## config.mk

```make
export PLATFORM = sky130hd
export DESIGN_NAME = mean_arbiter
export DESIGN_NICKNAME = d
export VERILOG_FILES = /design/src/rtl/mean_pkg.sv /design/src/rtl/rr_arbiter.sv /design/src/rtl/mean_arbiter.sv
export SDC_FILE = /design/constraint.sdc
export NUM_CORES = 1
export LEC_CHECK = 0
export CORE_MARGIN = 3
export CORE_UTILIZATION = 45
export CTS_CLUSTER_DIAMETER = 50
export DETAILED_ROUTE_END_ITERATION = 7
export GPL_ROUTABILITY_DRIVEN = 0
export PLACE_DENSITY = 0.77
export RECOVER_POWER = 100
export SYNTH_ARGS = -nofsm -noshare
export SYNTH_HDL_FRONTEND = slang
export SYNTH_HIERARCHICAL = 1
export SYNTH_SLANG_ARGS = --single-unit
```

## constraint.sdc

```tcl
create_clock -name clk -period 9.2 [get_ports clk]
set_input_delay 1.84 -clock clk [delete_from_list [all_inputs] [get_ports clk]]
set_output_delay 1.84 -clock clk [all_outputs]
set_load 0.02 [all_outputs]
```

## src/rtl/mean_pkg.sv

```systemverilog
// Shared types and default parameter values for the mean_arbiter block.
package mean_pkg;

  // Controller phases: wait for a request, collect one burst, emit its average.
  typedef enum logic [1:0] {
    StIdle,
    StBurst,
    StEmit
  } state_e;

  localparam int unsigned DefWidth    = 32;
  localparam int unsigned DefAccWidth = 33;
  localparam int unsigned DefN        = 1;
  localparam int unsigned DefNch      = 4;
  localparam int unsigned DefTimeout  = 16;

endpackage

```

## src/rtl/rr_arbiter.sv

```systemverilog
// Combinational round-robin pick: first requester after the last-served index.
module rr_arbiter #(
  parameter int unsigned NCH = 4
) (
  input  logic [NCH-1:0]         req_i,
  input  logic [$clog2(NCH)-1:0] last_i,
  output logic [NCH-1:0]         gnt_o,
  output logic [$clog2(NCH)-1:0] idx_o
);

  localparam int unsigned IdxW = $clog2(NCH);

  int unsigned pos;

  // Scan from farthest to nearest so the nearest requester after last_i wins.
  always_comb begin
    gnt_o = '0;
    idx_o = '0;
    pos   = 0;
    for (int unsigned k = NCH; k >= 1; k--) begin
      pos = (32'(last_i) + k) % NCH;
      if (req_i[pos]) begin
        gnt_o      = '0;
        gnt_o[pos] = 1'b1;
        idx_o      = IdxW'(pos);
      end
    end
  end

endmodule

```

## src/rtl/mean_arbiter.sv

```systemverilog
// Multi-channel burst averager: one shared accumulator serves a round-robin
// granted channel for 2^N samples, then emits sum >> N with the channel index.
// Optional stall timeout enabled by defining MEAN_ARBITER_TIMEOUT_EN.
module mean_arbiter
  import mean_pkg::*;
#(
  parameter int unsigned WIDTH     = DefWidth,
  parameter int unsigned ACC_WIDTH = DefAccWidth,
  parameter int unsigned N         = DefN,
  parameter int unsigned NCH       = DefNch,
  parameter int unsigned TIMEOUT   = DefTimeout
) (
  input  logic                       clk,
  input  logic                       rst,
  input  logic [NCH-1:0]             i_vld,
  input  logic [NCH-1:0][WIDTH-1:0]  i_data,
  output logic [NCH-1:0]             o_rdy,
  output logic                       o_vld,
  output logic [WIDTH-1:0]           o_data,
  output logic [$clog2(NCH)-1:0]     o_ch,
  output logic                       o_err
);

  localparam int unsigned IdxW = $clog2(NCH);

  if (ACC_WIDTH < WIDTH + N || N < 1 || NCH < 2 || TIMEOUT < 1) begin : g_bad_cfg
    $error("mean_arbiter: illegal parameter combination");
  end

  state_e                 state_q, state_d;
  logic [IdxW-1:0]        g_q, g_d;
  logic [IdxW-1:0]        last_q, last_d;
  logic [ACC_WIDTH-1:0]   sum_q, sum_d;
  logic [N-1:0]           cnt_q, cnt_d;
  logic [WIDTH-1:0]       data_q, data_d;
  logic [IdxW-1:0]        ch_q, ch_d;

  logic [NCH-1:0]         rr_gnt;
  logic [IdxW-1:0]        rr_idx;
  logic                   hs;
  logic [ACC_WIDTH-1:0]   sum_add;

`ifdef MEAN_ARBITER_TIMEOUT_EN
  localparam int unsigned StallW = $clog2(TIMEOUT + 1);
  localparam logic [StallW-1:0] StallMax = StallW'(TIMEOUT - 1);
  logic [StallW-1:0]      stall_q, stall_d;
  logic                   err_q, err_d;
`endif

  rr_arbiter #(
    .NCH(NCH)
  ) u_rr (
    .req_i (i_vld),
    .last_i(last_q),
    .gnt_o (rr_gnt),
    .idx_o (rr_idx)
  );

  assign hs      = (state_q == StBurst) && i_vld[g_q];
  assign sum_add = sum_q + ACC_WIDTH'(i_data[g_q]);

  // Next-state logic for the burst controller and result registers.
  always_comb begin
    state_d = state_q;
    g_d     = g_q;
    last_d  = last_q;
    sum_d   = sum_q;
    cnt_d   = cnt_q;
    data_d  = data_q;
    ch_d    = ch_q;
`ifdef MEAN_ARBITER_TIMEOUT_EN
    stall_d = stall_q;
    err_d   = 1'b0;
`endif
    case (state_q)
      StIdle: begin
        if (|rr_gnt) begin
          g_d     = rr_idx;
          sum_d   = '0;
          cnt_d   = '0;
          state_d = StBurst;
`ifdef MEAN_ARBITER_TIMEOUT_EN
          stall_d = '0;
`endif
        end
      end
      StBurst: begin
        if (hs) begin
          sum_d = sum_add;
          cnt_d = cnt_q + 1'b1;
`ifdef MEAN_ARBITER_TIMEOUT_EN
          stall_d = '0;
`endif
          // Result is latched here so o_data is already valid in the emit cycle.
          if (cnt_q == '1) begin
            data_d  = WIDTH'(sum_add >> N);
            ch_d    = g_q;
            state_d = StEmit;
          end
        end
`ifdef MEAN_ARBITER_TIMEOUT_EN
        else if (stall_q == StallMax) begin
          err_d   = 1'b1;
          last_d  = g_q;
          state_d = StIdle;
        end else begin
          stall_d = stall_q + 1'b1;
        end
`endif
      end
      StEmit: begin
        last_d  = g_q;
        state_d = StIdle;
      end
      default: state_d = StIdle;
    endcase
  end

  // State and datapath registers with synchronous reset.
  always_ff @(posedge clk) begin
    if (rst) begin
      state_q <= StIdle;
      g_q     <= '0;
      last_q  <= IdxW'(NCH - 1);
      sum_q   <= '0;
      cnt_q   <= '0;
      data_q  <= '0;
      ch_q    <= '0;
`ifdef MEAN_ARBITER_TIMEOUT_EN
      stall_q <= '0;
      err_q   <= 1'b0;
`endif
    end else begin
      state_q <= state_d;
      g_q     <= g_d;
      last_q  <= last_d;
      sum_q   <= sum_d;
      cnt_q   <= cnt_d;
      data_q  <= data_d;
      ch_q    <= ch_d;
`ifdef MEAN_ARBITER_TIMEOUT_EN
      stall_q <= stall_d;
      err_q   <= err_d;
`endif
    end
  end

  // Only the granted channel sees ready, and only while collecting.
  always_comb begin
    o_rdy = '0;
    if (state_q == StBurst) o_rdy[g_q] = 1'b1;
  end

  assign o_vld  = (state_q == StEmit);
  assign o_data = data_q;
  assign o_ch   = ch_q;
`ifdef MEAN_ARBITER_TIMEOUT_EN
  assign o_err  = err_q;
`else
  assign o_err  = 1'b0;
`endif

endmodule
```

==> impl_summary.log <==
[metrics] GR met3 Demand/Resource: 0.0482
[metrics] share of synthesized cell area in full adder, half adder and majority cells: 0.0843
[metrics] average cell area after synthesis: around 8.7 µm²
[metrics] commonest cells in the synthesized netlist: a21oi_1, dfxtp_1, nand2_1, nor2_1, ha_1
[metrics] xor/xnor share of the synthesized area: 0.0387
[metrics] number of fill cells in the layout: roughly 1100
[metrics] violations in the final reports: capacitance limit, slew limit
[metrics] Period minus WS final: 6.15 ns
[metrics] Max Clock Skew: around 0.009 ns
[metrics] startpoint type of the worst setup path: input port
[metrics] via count of the first global-routing pass: 5901
[metrics] cell count of the worst hold path: 2
[metrics] buffer count from post-CTS setup fixing: 0
[metrics] area of the mapped netlist: between 5000 and 6000 µm²
[metrics] initial antenna violation count: 0
[metrics] post-detailed-route DRC marker count: 0
[metrics] total nets after synthesis: 846
[metrics] Diodes inserted: 0
[metrics] floorplan core area: 12700 µm²
[metrics] gate count of the mapped netlist: 673
[metrics] multiplexer share of the synthesized area: 0.157
[metrics] Leakage: 3.23 nW
[metrics] worst rel slew slack: -0.985
[metrics] total iterations of the first detailed-routing run: 4
[metrics] portion of synthesized cell area occupied by the leading cell type: 0.252
[metrics] pin count of the biggest net entering global routing: 72
[metrics] remaining number of nets flagged by the antenna check after routing: 0
[metrics] cell-by-cell listing of the critical path: dlygate4sd3_1 > mux4_2 > nor2b_1 > a221oi_1 > a21oi_1 > o41ai_1 > clkbuf_1 > and2_0 > nor2b_1 > clkbuf_1 > a22o_1
[metrics] main combinational cell family by area after synthesis: compound AO/OA/AOI/OAI gates
[metrics] total of flip-flops plus latches after synthesis: 74
[metrics] Tightest Pin Transition: 2.98 ns
[metrics] Tot GR Track Use: 0.231
[metrics] top cells by area, synth: dfxtp_1, mux4_2, ha_1
[metrics] Hold Fails Final Rpt: 0
[metrics] Slowest Stage Delay on Critical Path: 0.85 ns
[metrics] Post-synth EDFFs: 0
[metrics] wirelength, routed: 17000 µm
[metrics] post-route fraction of the period consumed by the critical path: 0.668
[metrics] hold crit path type: reg2reg
[metrics] share of the yosys chip area belonging to registers: 0.252
[metrics] worst vdd ir: 0.117 mV
[metrics] most frequently used flop master after synthesis: dfxtp_1
[metrics] most instantiated library cell after synthesis: a21oi_1
[metrics] area of the die: 14500 µm²
[metrics] reported max-cap violation count: 2
[metrics] Netlist cell types: 69
[metrics] standard-cell rows: 41
[metrics] final setup violating endpoints: 0
[metrics] DIE HEIGHT: 120 µm
[metrics] pins over their slew limit: 103
[metrics] share of final-layout standard cells stronger than drive strength 1: 0.0772
[metrics] area fraction in compound gates after synthesis: 0.243
[metrics] number of warnings printed during yosys synthesis: 6
[metrics] routed length per placed instance: roughly 17 µm
[metrics] hold-fix buffer count after cts: 0
[metrics] clock edge transition at the registers on the reported setup and hold paths: 0.06 ns
[metrics] number of buffers created by CTS: 9
[metrics] worst-path maximum fanout: 19
[metrics] # port buffers: about 170
[metrics] Die Wd: 120 µm
[metrics] delay-heaviest family, CP: buffers and inverters
[metrics] Remaining Overflow, GRT: 0
[metrics] final net count: 984
[metrics] total power density per cell area: 145 nW/µm²
[metrics] Reg2Reg Depth: 12
[metrics] layer with the highest usage after global routing: met2
[metrics] critical path depth: 11
[metrics] clock latency on the worst-skew pair: between 0.3 and 0.4 ns
[metrics] status: finished with violations
[metrics] dpl hpwl: approximately 13000 µm
[metrics] critical setup path kind: in2reg
[metrics] DR vias: slightly below 6000
[metrics] flip-flop and latch area: 1480 µm²
[metrics] CTS tree: built
[metrics] synthesis-to-layout area growth: 34.6%
[metrics] FMAX: approximately 160 MHz
[metrics] Yosys top cell by area: dfxtp_1
[metrics] buffer cell driving the clock tree root: clkbuf_16
[metrics] clock sinks: 74
[metrics] R2R Path Start: g_q[0]
[metrics] mean number of vias per cell: 5.94
[metrics] CP arrival: 6.43 ns
[metrics] Setup crit start: i_vld[0]
[metrics] footprint of the multi-input gates: 4080 µm²
[metrics] critical hold path startpoint: o_ch[1]
[metrics] number of ports placed on the die boundary: approximately 170
[metrics] # H-tree levels: 3
[metrics] critical path required time: about 9.5 ns
[metrics] Longest Clk Path Bufs: 2
[metrics] post-synthesis share of cell area spent on and, or, nand and nor gates: 0.176
[metrics] initial standard-cell utilization of the core: 0.462
[metrics] setup repair after global routing missed its margin: false
[metrics] DRT iter0 DRCs: between 300 and 400
[metrics] total placed instance area: about 7600 µm²
[metrics] worst path bufs/invs: 3
[metrics] setup tns final: 0 ns
[metrics] cell with the largest stage delay on the worst path: clkbuf_1
[metrics] global-route wire length before repair: 28000 µm
[metrics] endpoint class of the critical path: register
[metrics] met1 Resource Use GR: 0.280
[metrics] Design Area, Final: 7910 µm²
[metrics] met2 GRT Util: 0.409
[metrics] share of async-settable or async-resettable flops after synthesis: 0
[metrics] # resized after CTS: 0
kinds of logic (layout without fill, tap and decap cells):
family / after synthesis / after routing
buffers and inverters: 63 / 206
adder cells (fa/ha/maj): 39 / 39
XOR/XNOR: 26 / 26
AND/OR/NAND/NOR: 211 / 211
other: 1 / 1
flip-flops: 74 / 74
AO/OA/AOI/OAI: 211 / 211
multiplexers: 48 / 48
state kept, by name (all words and copies together), names as in the netlist:
register	count
last_q	2
state_q	2
o_ch	2
sum_q	33
o_data	32
g_q	2
cnt_q	1
layout by cell type, fill, tap and decap left out, drive strengths merged, types with 4 or more instances in the layout:
master / n
a211o: 4
a211oi: 8
a21o: 27
a21oi: 80
a221oi: 7
a22o: 18
a31oi: 11
and2: 5
and3: 9
clkbuf: 14
clkdlybuf4s50: 132
dfxtp: 74
dlygate4sd3: 39
ha: 38
inv: 11
mux2i: 11
mux4: 35
nand2: 72
nand2b: 5
nand3: 17
nand3b: 7
nand4: 9
nand4b: 4
nor2: 49
nor2b: 10
nor3: 9
o211ai: 7
o21a: 5
o21ai: 17
o21bai: 5
or4: 5
xnor2: 19
xor2: 7
worst register-to-register path, delay by kind of cell (launching register included):
family	cells	cell delay, ns
AO/OA/AOI/OAI	8	1.88
adder cells (fa/ha/maj)	2	0.64
buffers and inverters	1	1.68
flip-flops	1	0.79
multiplexers	1	0.71
metal layers:
layer,routed length (µm),up-vias
met4,325,0
met2,8320,226
met5,0,-
met3,1280,31
met1,7050,2793
li1,-,2814
power by group:
part / switching, mW / internal [mW] / leakage, nW / total, mW
clock network: 0.143 / 0.264 / 0.158 / 0.407
logic: 0.202 / 0.185 / 2.47 / 0.387
registers: 0.0174 / 0.337 / 0.600 / 0.354
total: 0.362 / 0.787 / 3.23 / 1.15
cell type report:
class,count,area share
multi-input cells,536,0.516
clock inverters,7,0.0149
well taps,172,0.0272
inverters,11,0.00522
flip-flops and latches,74,0.187
clock buffers,9,0.0285
repair buffers,179,0.221
stage by stage:
stage               hold WS (ns)  power (mW)   util  instances  setup WS, ns
detailed placement         0.446       0.748  0.600        972          4.03
finish                     0.450        1.15  0.622        988          3.05
floorplan                  0.440       0.624      -        673          4.70
global route               0.479        1.21  0.622        988          2.58
global placement           0.444       0.739  0.600        972          4.15
CTS                        0.453        1.16  0.627        988          4.39
worst paths after layout:
kind / end / slack, ns
worst max-delay path: sum_q[7] / 3.05
worst min-delay path: o_ch[1] / 0.45
worst max register to register: o_data[19] / 3.25
worst min register to register: o_ch[1] / 0.45
Note: power is estimated with default switching activity, not from simulation.
